## config.mk

```make
export PLATFORM = sky130hd
export DESIGN_NAME = ysyx_25020047_ctrl
export DESIGN_NICKNAME = d
export VERILOG_FILES = /design/src/rtl/ysyx_25020047_ctrl.sv
export SDC_FILE = /design/constraint.sdc
export NUM_CORES = 1
export LEC_CHECK = 0
export BUFFER_PORTS_ARGS = -buffer_cell sky130_fd_sc_hd__buf_2
export CELL_PAD_IN_SITES_DETAIL_PLACEMENT = 1
export CELL_PAD_IN_SITES_GLOBAL_PLACEMENT = 1
export CORE_ASPECT_RATIO = 1.4
export CORE_MARGIN = 4
export CORE_UTILIZATION = 41
export CTS_CLUSTER_DIAMETER = 120
export DETAILED_ROUTE_END_ITERATION = 7
export PLACE_DENSITY_LB_ADDON = 0.1
export SLEW_MARGIN = 10
export SYNTH_ARGS = -nofsm -noshare
export SYNTH_HDL_FRONTEND = slang
export SYNTH_SLANG_ARGS = --single-unit
export TNS_END_PERCENT = 100
```

## constraint.sdc

```tcl
create_clock -name clk -period 4.4 [get_ports clk]
set_input_delay 0.66 -clock clk [delete_from_list [all_inputs] [get_ports clk]]
set_output_delay 0.66 -clock clk [all_outputs]
set_load 0.03 [all_outputs]
```

## src/rtl/ysyx_25020047_ctrl.sv

```systemverilog
// Multi-cycle core sequencer: fetch/decode/exec/mem/writeback with request
// timeouts, sticky halt/error states and cycle/retire counters.
module ysyx_25020047_ctrl #(
  parameter int TIMEOUT = 16
) (
  input  logic        clk,
  input  logic        rst,
  input  logic [31:0] inst_type,
  input  logic        if_ready,
  input  logic        mem_ready,
  output logic        if_req,
  output logic        inst_wen,
  output logic        mem_req,
  output logic        mem_wen,
  output logic        reg_wen,
  output logic        pc_wen,
  output logic        halt,
  output logic        err,
  output logic [1:0]  err_code,
  output logic [2:0]  state,
  output logic [31:0] cycle_cnt,
  output logic [31:0] instret_cnt
);

  // state  | meaning
  // FETCH  | request instruction, wait for if_ready
  // DECODE | capture class, branch
  // EXEC   | single-cycle ALU slot
  // MEM    | data request, wait for mem_ready
  // WB     | register + PC writeback, retire
  // HALT   | ebreak reached, absorbing
  // ERR    | illegal inst or timeout, absorbing
  typedef enum logic [2:0] {
    FETCH  = 3'd0,
    DECODE = 3'd1,
    EXEC   = 3'd2,
    MEM    = 3'd3,
    WB     = 3'd4,
    HALT   = 3'd5,
    ERR    = 3'd6
  } state_e;

  localparam logic [31:0] CL_ADDI   = 32'h1;
  localparam logic [31:0] CL_JALR   = 32'h2;
  localparam logic [31:0] CL_EBREAK = 32'h4;
  localparam logic [31:0] CL_ADD    = 32'h8;
  localparam logic [31:0] CL_LUI    = 32'h10;
  localparam logic [31:0] CL_LW     = 32'h20;
  localparam logic [31:0] CL_LBU    = 32'h40;
  localparam logic [31:0] CL_SW     = 32'h80;
  localparam logic [31:0] CL_SB     = 32'h160;
  localparam logic [31:0] CL_AUIPC  = 32'h320;
  localparam logic [31:0] CL_JAL    = 32'h640;

  localparam logic [7:0] WAIT_LAST = 8'(TIMEOUT - 1);

  state_e      state_q;
  logic [31:0] class_q;
  logic [7:0]  wait_q;
  logic [1:0]  err_code_q;
  logic [31:0] cycle_q;
  logic [31:0] instret_q;

  logic is_store;
  logic is_mem_inst;
  logic is_alu_inst;

  assign is_store    = (class_q == CL_SW) || (class_q == CL_SB);
  assign is_mem_inst = (inst_type == CL_LW) || (inst_type == CL_LBU) ||
                       (inst_type == CL_SW) || (inst_type == CL_SB);
  assign is_alu_inst = (inst_type == CL_ADDI) || (inst_type == CL_JALR) ||
                       (inst_type == CL_ADD) || (inst_type == CL_LUI) ||
                       (inst_type == CL_AUIPC) || (inst_type == CL_JAL);

  always_ff @(posedge clk or negedge rst) begin
    if (!rst) begin
      state_q    <= FETCH;
      class_q    <= '0;
      wait_q     <= '0;
      err_code_q <= '0;
      cycle_q    <= '0;
      instret_q  <= '0;
    end else begin
      if (state_q != HALT && state_q != ERR) cycle_q <= cycle_q + 32'd1;
      case (state_q)
        FETCH: begin
          if (if_ready) begin
            state_q <= DECODE;
          end else if (wait_q == WAIT_LAST) begin
            state_q    <= ERR;
            err_code_q <= 2'd2;
          end else begin
            wait_q <= wait_q + 8'd1;
          end
        end
        DECODE: begin
          class_q <= inst_type;
          if (inst_type == CL_EBREAK) begin
            state_q   <= HALT;
            instret_q <= instret_q + 32'd1;
          end else if (is_mem_inst) begin
            state_q <= MEM;
            wait_q  <= '0;
          end else if (is_alu_inst) begin
            state_q <= EXEC;
          end else begin
            state_q    <= ERR;
            err_code_q <= 2'd1;
          end
        end
        EXEC: state_q <= WB;
        MEM: begin
          if (mem_ready) begin
            if (is_store) begin
              state_q   <= FETCH;
              wait_q    <= '0;
              instret_q <= instret_q + 32'd1;
            end else begin
              state_q <= WB;
            end
          end else if (wait_q == WAIT_LAST) begin
            state_q    <= ERR;
            err_code_q <= 2'd3;
          end else begin
            wait_q <= wait_q + 8'd1;
          end
        end
        WB: begin
          state_q   <= FETCH;
          wait_q    <= '0;
          instret_q <= instret_q + 32'd1;
        end
        default: state_q <= state_q;
      endcase
    end
  end

  // Strobes depend only on state, captured class and ready inputs.
  always_comb begin
    if_req   = 1'b0;
    inst_wen = 1'b0;
    mem_req  = 1'b0;
    mem_wen  = 1'b0;
    reg_wen  = 1'b0;
    pc_wen   = 1'b0;
    case (state_q)
      FETCH: begin
        if_req   = 1'b1;
        inst_wen = if_ready;
      end
      MEM: begin
        mem_req = 1'b1;
        mem_wen = is_store;
        pc_wen  = mem_ready && is_store;
      end
      WB: begin
        reg_wen = 1'b1;
        pc_wen  = 1'b1;
      end
      default: ;
    endcase
  end

  assign halt        = (state_q == HALT);
  assign err         = (state_q == ERR);
  assign err_code    = err_code_q;
  assign state       = state_q;
  assign cycle_cnt   = cycle_q;
  assign instret_cnt = instret_q;

endmodule

```

-- After elaboration in Yosys (flattened, before gate mapping)
Index checks and enable logic that the tools add are counted.
- flip-flop bits (word level): 109
- eq/ne operators: 34
- reduce and logical (&&, ||, !) cells: 19
- mux-type cells: 33
- add/subtract/negate cells: 3
- operator list (kind ; number):
    32-bit two-way mux ; 3
    32-bit one-hot mux with 3 select lines ; 1
    32-bit by 1-bit adder with 32-bit output (second input constant) ; 2
    32-bit by 8-bit equality test with 1-bit output (second input constant) ; 2
    32-bit by 9-bit equality test with 1-bit output (second input constant) ; 2
    8-bit two-way mux ; 6
    32-bit by 1-bit equality test with 1-bit output (second input constant) ; 1
    32-bit by 10-bit equality test with 1-bit output (second input constant) ; 1
    32-bit by 11-bit equality test with 1-bit output (second input constant) ; 1
    32-bit by 2-bit equality test with 1-bit output (second input constant) ; 1
    32-bit by 3-bit equality test with 1-bit output (second input constant) ; 1
    32-bit by 4-bit equality test with 1-bit output (second input constant) ; 1
    32-bit by 5-bit equality test with 1-bit output (second input constant) ; 1
    32-bit by 6-bit equality test with 1-bit output (second input constant) ; 1
    32-bit by 7-bit equality test with 1-bit output (second input constant) ; 1
    8-bit one-hot mux with 4 select lines ; 1
    2-bit inequality test (second input constant) ; 11
    3-bit two-way mux ; 7
    3-bit one-hot mux with 5 select lines ; 1
    2-bit two-way mux ; 7
    3-bit equality test (second input constant) ; 3
    1-bit logical OR ; 9
    3-bit inequality test (second input constant) ; 3
    8-bit by 1-bit adder with 8-bit output (second input constant) ; 1
    other kinds (14) ; 21

-- Longest topological paths before layout
Gate-level depths: netlist (run 1).
- depth in word-level cells: 10
- mapped depth: 7
- gate-level depth less buffers: 7

-- Least setup slack after synthesis (run 1)
Ideal clock, no wire load.
- path type: register -> output
- start: register state_q[0], in the netlist state[0]
- end: output port pc_wen
- slack: 1.660 ns
- stages on the path, launching flop included: 5
- arrival time: 2.080 ns
- cells stage by stage: dfrtp_1 nand2_1 nor2_1 nor4b_4 a21o_1
- longest elaborated chain between the ends: 2
- elaborated cells between the ends (all ways): 3
- classes of those cells: eq/ne: 2; mux: 1
- ends and longest elaborated chain (item ; RTL line ; text):
    start, declared ; 57 ; state_e state_q;
    start signal, assigned ; 133 ; default: state_q <= state_q;
    3-bit equality test or 3-bit by 2-bit equality test with 1-bit output (tied branches) ; 146 ; case (state_q)
    1-bit one-hot mux with 2 select lines (*) ; 146 ;
    end, declared ; 16 ; output logic pc_wen,
Mark *: on every way between the ends. The rest lies on a longest branch, timed or not.

-- Final worst setup path (run 1)
- start: register class_q[13]
- end: output port pc_wen
- longest elaborated chain between the ends: 4
- elaborated cells between the ends (all ways): 5
- classes of those cells: eq/ne: 2; mux: 1; reduce/logical: 2
- ends and longest elaborated chain (item ; RTL line ; text):
    start, declared ; 58 ; logic [31:0] class_q;
    start signal, assigned ; 97 ; class_q <= inst_type;
    32-bit by 8-bit equality test with 1-bit output or 32-bit by 9-bit equality test with 1-bit output (tied branches) ; 68 ; assign is_store = (class_q == CL_SW) || (class_q == CL_SB);
    1-bit logical OR (*) ; 68 ;
    1-bit logical AND (*) ; 154 ; pc_wen = mem_ready && is_store;
    1-bit one-hot mux with 2 select lines (*) ; 146 ;
Marks and branches as above.

==> metrics.md, run 1 <==
| Metric | Value |
|---|---|
| TritonCTS clock tree | done |
| Max-cap check violation count | 0 |
| Total leakage power | 3.23 nW |
| Area after DPL | 0.00604 mm2 |
| Number of buffers inserted to repair setup after CTS | 0 |
| Ant diodes | 0 |
| Number of standard cells after synthesis | roughly 550 |
| Unrepaired setup endpoints after global routing | no |
| Minimum clock period | approximately 3.1 ns |
| Slew Viols, Final | 0 |
| Count of yosys warnings during synthesis | 0 |
| Worst clock skew | about 0.013 ns |
| Largest area contributor in the synthesized netlist | dfrtp_1 |
| Number of levels in the clock H-tree | 3 |
| Final total negative setup slack | 0 ns |
| Result of the run | complete, no violations |
| Count of state elements after synthesis | roughly 110 |
| Largest net degree at the start of global routing | 45 |
| Nets@finish | about 700 |
| R2R setup slack | approximately 1.7 ns |
| Final Hold Viols | 0 |
| Iteration count of the initial detailed-routing pass | 4 |
| Synth unique cells | 57 |
| Total gr overflow | 0 |
| Std cell rows | approximately 50 |
| Initial Util | between 40% and 50% |
| Power after layout | between 3 and 4 mW |
| Pwr/cell area | around 560 mW/mm2 |
| Total via count in the routed design | about 4400 |
| Clock transition time at the flip-flop clock pins of the worst setup and hold paths | about 0.070 ns |
| Number of nets produced by synthesis | just under 600 |
| Category of the worst setup path launch point | flop |
| Highest net fanout along the worst path | 3 |
| Final HPWL DP | approximately 11000 um |
| Die X-Extent | 104 um |
| Crit path setup slack, layout | about 1.3 ns |
| Die Footprint | approximately 0.015 mm2 |
| Main flop type after synthesis | dfrtp_1 |
| Async SR Flop Fraction | 100% |
| Finished Core Util | 50.0% |
| Cts repair resizes | 0 |
| Number of hold-repair buffers added at the cts stage | 0 |
| Portion of the post-synthesis area used by sequential elements | between 50 and 60% |
| Number of nets still failing antenna checks after routing | 0 |
| Count of endpoints failing setup in the final report | 0 |
| Reg-to-reg critical path startpoint | state[1]$_DFFE_PN0P_ |
| Post-layout instance count excluding filler cells | ~800 |
| Critical path type | reg2out |
| Number of clock sinks seen by CTS | ~110 |
| EDFF count, synth | 0 |
| Syn Area/Cell | just under 10 um2 |
| Core area | 0.0128 mm2 |
| Post-synthesis instance area | 0.00532 mm2 |
| Dominant cell by count in the synthesized netlist | nand2_1 |
| Clock latency on the worst-skew pair | about 0.35 ns |
| Count of buffers inserted at the top-level ports | 112 |
| Die Y-Extent | between 100 and 150 um |
| Wire length of the first global-routing pass | around 24000 um |
| Pre-CTS WS | about 1.4 ns |
| Number of buffers added by the clock tree synthesis step | 9 |
| Kind of capture point of the worst setup path | primary output |
| Hold Path Class | in2async |
| Most used standard cells in the synthesized netlist | 135 x nand2_1, 109 x dfrtp_1, 39 x xor2_1, 31 x nor2_1, 26 x nand3_1 |
| Total DRC errors in the routed layout | 0 |
| Proportion of layout cells with a drive suffix above 1 | ~23% |
| Placed cells | between 700 and 800 |
| Max Fclk | approximately 320 MHz |
| Depth of the worst register-to-register path | 8 |
| Global routing usage summed across all routing layers | between 10% and 20% |
| Total I/O pin count | between 100 and 150 |
| Required time at the worst-slack endpoint | 3.74 ns |
| Layout area overhead | 19.9% |
| Vias in the first global route | 4786 |
| Final Cycle Share | a little over two thirds |
| Maximum resistive drop on vdd | around 0.22 mV |
| Drt initial violations | 120 |
| Worst reg2reg endpoint | instret_cnt[18]$_DFFE_PN0P_ |
| Yosys top cell area share | between 50% and 60% |
| Final RePlAce weighted congestion | slightly above 0.8 |
| Non-Filler Cell Area, Final | ~0.0064 mm2 |
| Arrival time at the worst endpoint | between 2 and 2.5 ns |
| Worst hold slack | slightly above 0.3 ns |
| Master cell of the clock root buffer | clkbuf_16 |
| Clock Tree Buf Depth | 2 |
| Max_slew headroom | a little over two fifths |
| WL final | ~14000 um |
| Detailed-route vias per instance | about 5.4 |
| Main area contributors after synthesis | dfrtp_1 51%, nand2_1 9.5%, xor2_1 6.4% |
| Number of antenna violations at the first check in global routing | 0 |
| Detail-routed net length per standard cell | 17.0 um |
| Worst Max-Slew Pin Slew | between 0.8 and 0.9 ns |
[worst max-delay path by stage]
stage,cells past startpoint,start,endpoint
after global placement,8,inst_type[20],instret_cnt[28]$_DFFE_PN0P_
after floorplan,4,state[0]$_DFFE_PN0P_,pc_wen
after CTS,5,class_q[13]$_DFFE_PN0P_,pc_wen
after detailed placement,8,inst_type[20],instret_cnt[28]$_DFFE_PN0P_
final,5,class_q[13]$_DFFE_PN0P_,pc_wen
after global routing,5,class_q[13]$_DFFE_PN0P_,pc_wen
[where the power goes]
| part | switching (mW) | internal (mW) | total (mW) | leakage (nW) |
|---|---|---|---|---|
| sequential | 0.235 | 1.25 | 1.48 | 1.42 |
| clock | 0.388 | 0.468 | 0.855 | 0.152 |
| combinational | 0.790 | 0.418 | 1.21 | 1.65 |
| total | 1.41 | 2.13 | 3.55 | 3.23 |
[layout make-up]
type,count,area (um2)
flip-flops and latches,109,2730
clock inverters,6,80.1
inverters,6,22.5
clock buffers,10,239
repair buffers,117,608
multi-input cells,414,2510
well taps,153,191
fillers,1492,6380
[critical path: stages (launching register included)]
cell and delay [ns]:
dfrtp_1 0.38, nor4_1 0.42, nand4_1 0.34, nor4b_4 0.50, a21o_1 0.24, buf_2 0.22
[logic make-up after synthesis]
family / after synthesis / synth area share (%)
xor gates and xnor gates: 64 / 10.5
buffers and inverters: 22 / 1.74
muxes: 3 / 0.635
adders and majority gates: 3 / 0.706
AOI/OAI and AO/OA: 43 / 5.81
DFF: 109 / 51.3
and+or+nand+nor: 301 / 29.3
[registers in the layout (all words and copies together), names as in the netlist]
| signal | cells |
|---|---|
| err_code | 2 |
| instret_cnt | 32 |
| wait_q | 8 |
| state | 3 |
| cycle_cnt | 32 |
| class_q | 32 |
[placed cells by master (no fill, tap or decap), types with 3 or more instances in the layout]
cell,n
xnor2_1,25
nand3_1,26
buf_4,5
and2_1,8
nand4_1,15
and3_1,11
nor2b_1,7
and4_1,5
dfrtp_1,109
o31ai_1,5
nor4_2,8
nor3b_1,6
nor4_1,16
xor2_1,39
nand2_1,135
a31oi_1,3
clkbuf_16,9
ha_1,3
buf_2,111
nor4b_2,3
a21oi_1,5
o21ai_0,9
nor2_1,31
nand2b_1,3
nor3_1,15
inv_1,6
[routing by layer]
| metal | track usage [%] | part of all wire (%) | vias to the layer above | routed length (um) |
|---|---|---|---|---|
| li1 | - | - | 2108 | - |
| met4 | 4.90 | 1.1 | 0 | 152 |
| met2 | 36.8 | 55 | 77 | 7600 |
| met1 | 22.7 | 41 | 2217 | 5680 |
| met5 | 0 | 0 | - | 0 |
| met3 | 3.75 | 3.2 | 13 | 447 |
(Power assumes the default switching activity.)
==> run 2, diff against run 1 <==
clock period = 3 ns   (was 4.4 ns; I/O delays follow)
==> metrics.md, run 2 (synthesis results as in run 1) <==
| Metric | Value |
|---|---|
| Global routing usage summed across all routing layers | 19.8% (+0.31 points) |
| Number of buffers inserted to repair setup after CTS | 0 (unchanged) |
| Max Fclk | between 300 and 400 MHz |
| Max-cap check violation count | 0 (unchanged) |
| Kind of capture point of the worst setup path | primary output |
| Cts repair resizes | 0 (unchanged) |
| Clock latency on the worst-skew pair | 0.35 ns (about the same) |
| Final Hold Viols | 0 (unchanged) |
| Core area | 0.0128 mm2 (unchanged) |
| Proportion of layout cells with a drive suffix above 1 | 23.7% (+0.58 points) |
| Largest net degree at the start of global routing | 63 (+40%) |
| Most common library cell in the layout ignoring fill and taps | nand2_1 |
| Pre-CTS WS | 0.201 ns (-1.16 ns) |
| Number of levels in the clock H-tree | 3 (unchanged) |
| Slew Viols, Final | 0 (unchanged) |
| Category of the worst setup path launch point | flop |
| Max_slew headroom | 46.0% (+2.2 points) |
| Count of endpoints failing setup in the final report | 0 (unchanged) |
| Std cell rows | 49 (unchanged) |
| Unrepaired setup endpoints after global routing | no |
| Detailed-route vias per instance | 5.44 (+0.45%) |
| Final Cycle Share | between 90% and 100% |
| Worst hold slack | 0.126 ns (-0.177 ns) |
| Highest-count cells in the layout ignoring fill and taps | 135 x nand2_1, 111 x buf_2, 109 x dfrtp_1 |
| Filler Cells Inserted | 1506 (+0.94%) |
| Worst Max-Slew Pin Slew | 0.807 ns (-0.0355 ns) |
| TritonCTS clock tree | done |
| Die Footprint | 0.0149 mm2 (unchanged) |
| Layout area overhead | 20.5% |
| Vias in the first global route | 4809 (+0.48%) |
| Worst clock skew | 0.00922 ns (-0.00391 ns) |
| Total via count in the routed design | 4462 (+1.1%) |
| Wire length of the first global-routing pass | 24200 um (+1.9%) |
| Final HPWL DP | 10800 um (+2.0%) |
| Required time at the worst-slack endpoint | 2.55 ns (-1.19 ns) |
| Minimum clock period | ~2.8 ns |
| Total leakage power | 3.25 nW (+0.86%) |
| Drt initial violations | 121 (+0.83%) |
| Die Y-Extent | 143 um (unchanged) |
| Die X-Extent | 104 um (unchanged) |
| WL final | 14200 um (+2.2%) |
| Total gr overflow | 0 (unchanged) |
| Number of antenna violations at the first check in global routing | 0 (unchanged) |
| Count of buffers inserted at the top-level ports | 112 (unchanged) |
| Number of hold-repair buffers added at the cts stage | 0 (unchanged) |
| Master cell of the clock root buffer | clkbuf_16 |
| Final RePlAce weighted congestion | 0.805 (-0.85%) |
| Power after layout | 5.23 mW (+48%) |
| Crit path setup slack, layout | 0.241 ns (-1.05 ns) |
| Highest net fanout along the worst path | 3 (unchanged) |
| Detail-routed net length per standard cell | 17.3 um (+1.5%) |
| Number of clock sinks seen by CTS | 109 (unchanged) |
| Ant diodes | 0 (unchanged) |
| Arrival time at the worst endpoint | 2.31 ns (-0.14 ns) |
| Pwr/cell area | 816 mW/mm2 (+47%) |
| Total I/O pin count | 113 (unchanged) |
| Number of buffers added by the clock tree synthesis step | 9 (unchanged) |
| Nets@finish | 702 (+0.86%) |
| Critical path type | reg2out |
| Result of the run | complete, no violations |
| Number of nets still failing antenna checks after routing | 0 (unchanged) |
| Final total negative setup slack | 0 ns (unchanged) |
| Total DRC errors in the routed layout | 0 (unchanged) |
| Maximum resistive drop on vdd | 0.344 mV (+54%) |
| Clock transition time at the flip-flop clock pins of the worst setup and hold paths | 0.07 ns (about the same) |
| Iteration count of the initial detailed-routing pass | 4 (unchanged) |
| Initial Util | 41.7% (unchanged) |
| Hold Path Class | in2async |
| Clock Tree Buf Depth | 2 (unchanged) |
[run 2: changes by cell type in the layout (fill, tap and decap cells not counted)]
cell	change
buf_12	+1
buf_4	+6
inv_8	+1
inv_6	-1
buf_8	-1
clkinv_8	-1
[run 2: path summary, 6_finish.rpt]
path                       slack (ns)                   startpoint                          end  depth (start not counted)
max                              0.24       class_q[2]$_DFFE_PN0P_                       pc_wen                          5
min                              0.13                          rst  instret_cnt[10]$_DFFE_PN0P_                          1
max reg2reg                      0.33       class_q[2]$_DFFE_PN0P_  instret_cnt[19]$_DFFE_PN0P_                          7
min reg2reg                      0.47  instret_cnt[31]$_DFFE_PN0P_  instret_cnt[31]$_DFFE_PN0P_                          1
max in group asynchronous        2.12                          rst    cycle_cnt[31]$_DFFE_PN0P_                          2
min in group clk                 0.31                inst_type[15]      class_q[15]$_DFFE_PN0P_                          3
[run 2: final cells by class]
cell class / count / area [um2] / area share (%)
inverter: 6 / 22.5 / 0.351
multi-input combinational: 414 / 2510 / 39.1
clock inverter: 5 / 66.3 / 1.03
tap: 153 / 191 / 2.99
timing repair buffer: 123 / 658 / 10.3
clock buffer: 10 / 239 / 3.73
sequential: 109 / 2730 / 42.5
[run 2: per-layer routing]
| layer | share of wire, % | vias to the layer above | global-route usage (%) |
|---|---|---|---|
| li1 | - | 2122 | - |
| met5 | 0 | - | 0 |
| met1 | 41 | 2221 | 23.7 |
| met2 | 53 | 94 | 35.8 |
| met4 | 2.4 | 0 | 7.35 |
| met3 | 4.0 | 25 | 3.48 |
[run 2: worst max-delay path: stages, from the launching register on]
cell,delay [ns]
dfrtp_1,0.39
nor4_1,0.37
nand4_1,0.33
nor4b_4,0.47
a21o_1,0.20
buf_2,0.20
[run 2: report_power, final]
group / internal, mW / switching (mW) / total [mW] / leakage, nW
clock: 0.677 / 0.563 / 1.24 / 0.147
combinational: 0.639 / 1.21 / 1.85 / 1.69
sequential: 1.83 / 0.312 / 2.14 / 1.42
[run 2: through the flow]
stage          util (%)  area [um2]  instances
3_3_place_gp       47.9        6110        805
3_5_place_dp       47.9        6110        805
6_report           50.3        6410        820
5_1_grt            50.3        6410        820
4_1_cts            50.3        6410        820
2_1_floorplan         -        5320        545
==> run 3, diff against run 2 <==
CORE_ASPECT_RATIO = default   (was 1.4)
CORE_MARGIN = 2   (was 4)
GPL_ROUTABILITY_DRIVEN = 0   (was default)
==> metrics.md, run 3 (synthesis results as in run 1) <==
| Metric | Value |
|---|---|
| Number of buffers added by the clock tree synthesis step | 9 (unchanged) |
| Largest net degree at the start of global routing | 71 (+13%) |
| Total DRC errors in the routed layout | 0 (unchanged) |
| Number of hold-repair buffers added at the cts stage | 0 (unchanged) |
| Depth of the worst register-to-register path | 6 (-1) |
| Final Cycle Share | 90.2% (-1.8 points) |
| Worst Max-Slew Pin Slew | 1.07 ns (+0.267 ns) |
| Die X-Extent | 118 um (+13%) |
| Vias in the first global route | 4648 (-3.3%) |
| Total gr overflow | 0 (unchanged) |
| R2R setup slack | 0.35 ns (+0.02 ns) |
| Max_slew headroom | 28.2% (-18 points) |
| Max-cap check violation count | 0 (unchanged) |
| Ant diodes | 0 (unchanged) |
| Wire length of the first global-routing pass | 23600 um (-2.5%) |
| Hold Path Class | in2async |
| Non-Filler Cell Area, Final | 0.00647 mm2 (+0.88%) |
| Number of clock sinks seen by CTS | 109 (unchanged) |
| Global routing usage summed across all routing layers | 20.6% (+0.79 points) |
| Pwr/cell area | 808 mW/mm2 (-1.0%) |
| CP cell instances | nor4_1, nand4_1, nor4b_4, a21o_1, buf_2 |
| Iteration count of the initial detailed-routing pass | 4 (unchanged) |
| Layout area overhead | 21.6% |
| Number of antenna violations at the first check in global routing | 0 (unchanged) |
| Crit path buf inv count | 1 (unchanged) |
| Reg-to-reg critical path startpoint | class_q[8]$_DFFE_PN0P_ |
| Worst clock skew | 0.00778 ns (-0.00144 ns) |
| Total I/O pin count | 113 (unchanged) |
| TritonCTS clock tree | done |
| Final Hold Viols | 0 (unchanged) |
| Final HPWL DP | 10100 um (-6.0%) |
| Critical path type | reg2out |
| Max Fclk | 370 MHz (+2.0%) |
| Arrival time at the worst endpoint | 2.26 ns (-0.05 ns) |
| Number of nets still failing antenna checks after routing | 0 (unchanged) |
| Unrepaired setup endpoints after global routing | no |
| Required time at the worst-slack endpoint | 2.55 ns (about the same) |
| Number of buffers inserted to repair setup after CTS | 0 (unchanged) |
| Clock Tree Buf Depth | 2 (unchanged) |
| Area after DPL | 0.00616 mm2 (+0.88%) |
| Highest-count cells in the layout ignoring fill and taps | 135 x nand2_1, 111 x buf_2, 109 x dfrtp_1 |
| WL final | 13700 um (-3.6%) |
| Core area | 0.0126 mm2 (-1.0%) |
| Count of buffers inserted at the top-level ports | 112 (unchanged) |
| Result of the run | complete, no violations |
| Std cell rows | 41 (-16%) |
| Detail-routed net length per standard cell | 16.2 um (-6.4%) |
| Most common library cell in the layout ignoring fill and taps | nand2_1 |
| Clock latency on the worst-skew pair | 0.35 ns (about the same) |
| Drt initial violations | 192 (+59%) |
| Cts repair resizes | 0 (unchanged) |
| Dominant delay contributor by cell family on the critical path | simple AND/OR/NAND/NOR gates |
| Highest net fanout along the worst path | 3 (unchanged) |
| Proportion of layout cells with a drive suffix above 1 | 24.3% (+0.57 points) |
| Minimum clock period | 2.71 ns (-0.0532 ns) |
| Total leakage power | 3.28 nW (+0.67%) |
| Nets@finish | 706 (+0.57%) |
| Die Footprint | 0.0139 mm2 (-6.6%) |
| Initial Util | 42.1% (+0.44 points) |
| Worst reg2reg endpoint | instret_cnt[1]$_DFFE_PN0P_ |
| Number of levels in the clock H-tree | 3 (unchanged) |
| Total via count in the routed design | 4429 (-0.74%) |
| Biggest cell delay along the critical path | 0.45 ns (-0.02 ns) |
| Kind of capture point of the worst setup path | primary output |
| Master cell of the clock root buffer | clkbuf_16 |
| Detailed-route vias per instance | 5.25 (-3.6%) |
| Final total negative setup slack | 0 ns (unchanged) |
| Category of the worst setup path launch point | flop |
| Maximum resistive drop on vdd | 0.505 mV (+47%) |
| Count of endpoints failing setup in the final report | 0 (unchanged) |
| Slew Viols, Final | 0 (unchanged) |
| Clock transition time at the flip-flop clock pins of the worst setup and hold paths | 0.07 ns (about the same) |
| Die Y-Extent | 118 um (-17%) |
| Cell at the slowest stage of the critical path | nor4b_4 |
==> run 3: cell count changes in the layout (fill, tap and decap cells not counted), sizes merged <==
cell	previous run	this run
clkinv	1	2
buf	123	127
==> run 3: worst max path at each step <==
| stage | depth (start not counted) | from | slack (ns) | endpoint |
|---|---|---|---|---|
| finish | 5 | class_q[1]$_DFFE_PN0P_ | 0.29 | pc_wen |
| CTS | 5 | class_q[1]$_DFFE_PN0P_ | 0.27 | pc_wen |
| global route | 6 | class_q[8]$_DFFE_PN0P_ | 0.10 | instret_cnt[1]$_DFFE_PN0P_ |
| global placement | 8 | inst_type[20] | 0.29 | instret_cnt[30]$_DFFE_PN0P_ |
| floorplan | 7 | state[0]$_DFFE_PN0P_ | 0.37 | instret_cnt[27]$_DFFE_PN0P_ |
| detailed placement | 8 | inst_type[20] | 0.27 | instret_cnt[31]$_DFFE_PN0P_ |
==> run 3: area by class of cell <==
class	instances	area, um2
well taps	172	215
flip-flops and latches	109	2730
multi-input cells	414	2510
clock inverters	6	68.8
repair buffers	127	688
fillers	1530	6150
inverters	6	22.5
clock buffers	10	239
==> run 3: worst reg2reg max path: stages (launching register included) <==
cell and delay [ns]:
dfrtp_1 0.40, nor2b_1 0.14, a31oi_1 0.31, nor4b_4 0.12, a211oi_4 0.92, buf_4 0.33, mux2_1 0.33
==> run 3: report_power, final <==
| part | switching (mW) | leakage (nW) | internal, mW | total [mW] |
|---|---|---|---|---|
| Sequential | 0.286 | 1.42 | 1.83 | 2.12 |
| Combinational | 1.22 | 1.71 | 0.649 | 1.87 |
| Clock | 0.563 | 0.149 | 0.677 | 1.24 |
| Total | 2.07 | 3.28 | 3.16 | 5.22 |
==> run 3: metal layers <==
| layer | vias up | GRT usage (%) | routed length [um] |
|---|---|---|---|
| li1 | 2139 | - | - |
| met1 | 2198 | 27.5 | 6300 |
| met5 | - | 0 | 0 |
| met2 | 75 | 34.1 | 6690 |
| met4 | 0 | 7.53 | 252 |
| met3 | 17 | 3.15 | 412 |
==> run 3: per-stage QoR <==
stage | power, mW | std cells | hold WS (ns) | utilization [%] | setup WS, ns
2_1_floorplan | 3.42 | 545 | 0.154 | - | 0.370
3_3_place_gp | 3.96 | 828 | 0.456 | 48.8 | 0.292
3_5_place_dp | 4.03 | 828 | 0.464 | 48.8 | 0.271
4_1_cts | 5.29 | 844 | 0.0981 | 51.2 | 0.269
5_1_grt | 5.61 | 844 | 0.122 | 51.2 | 0.103
6_report | 5.22 | 844 | 0.0880 | 51.2 | 0.294
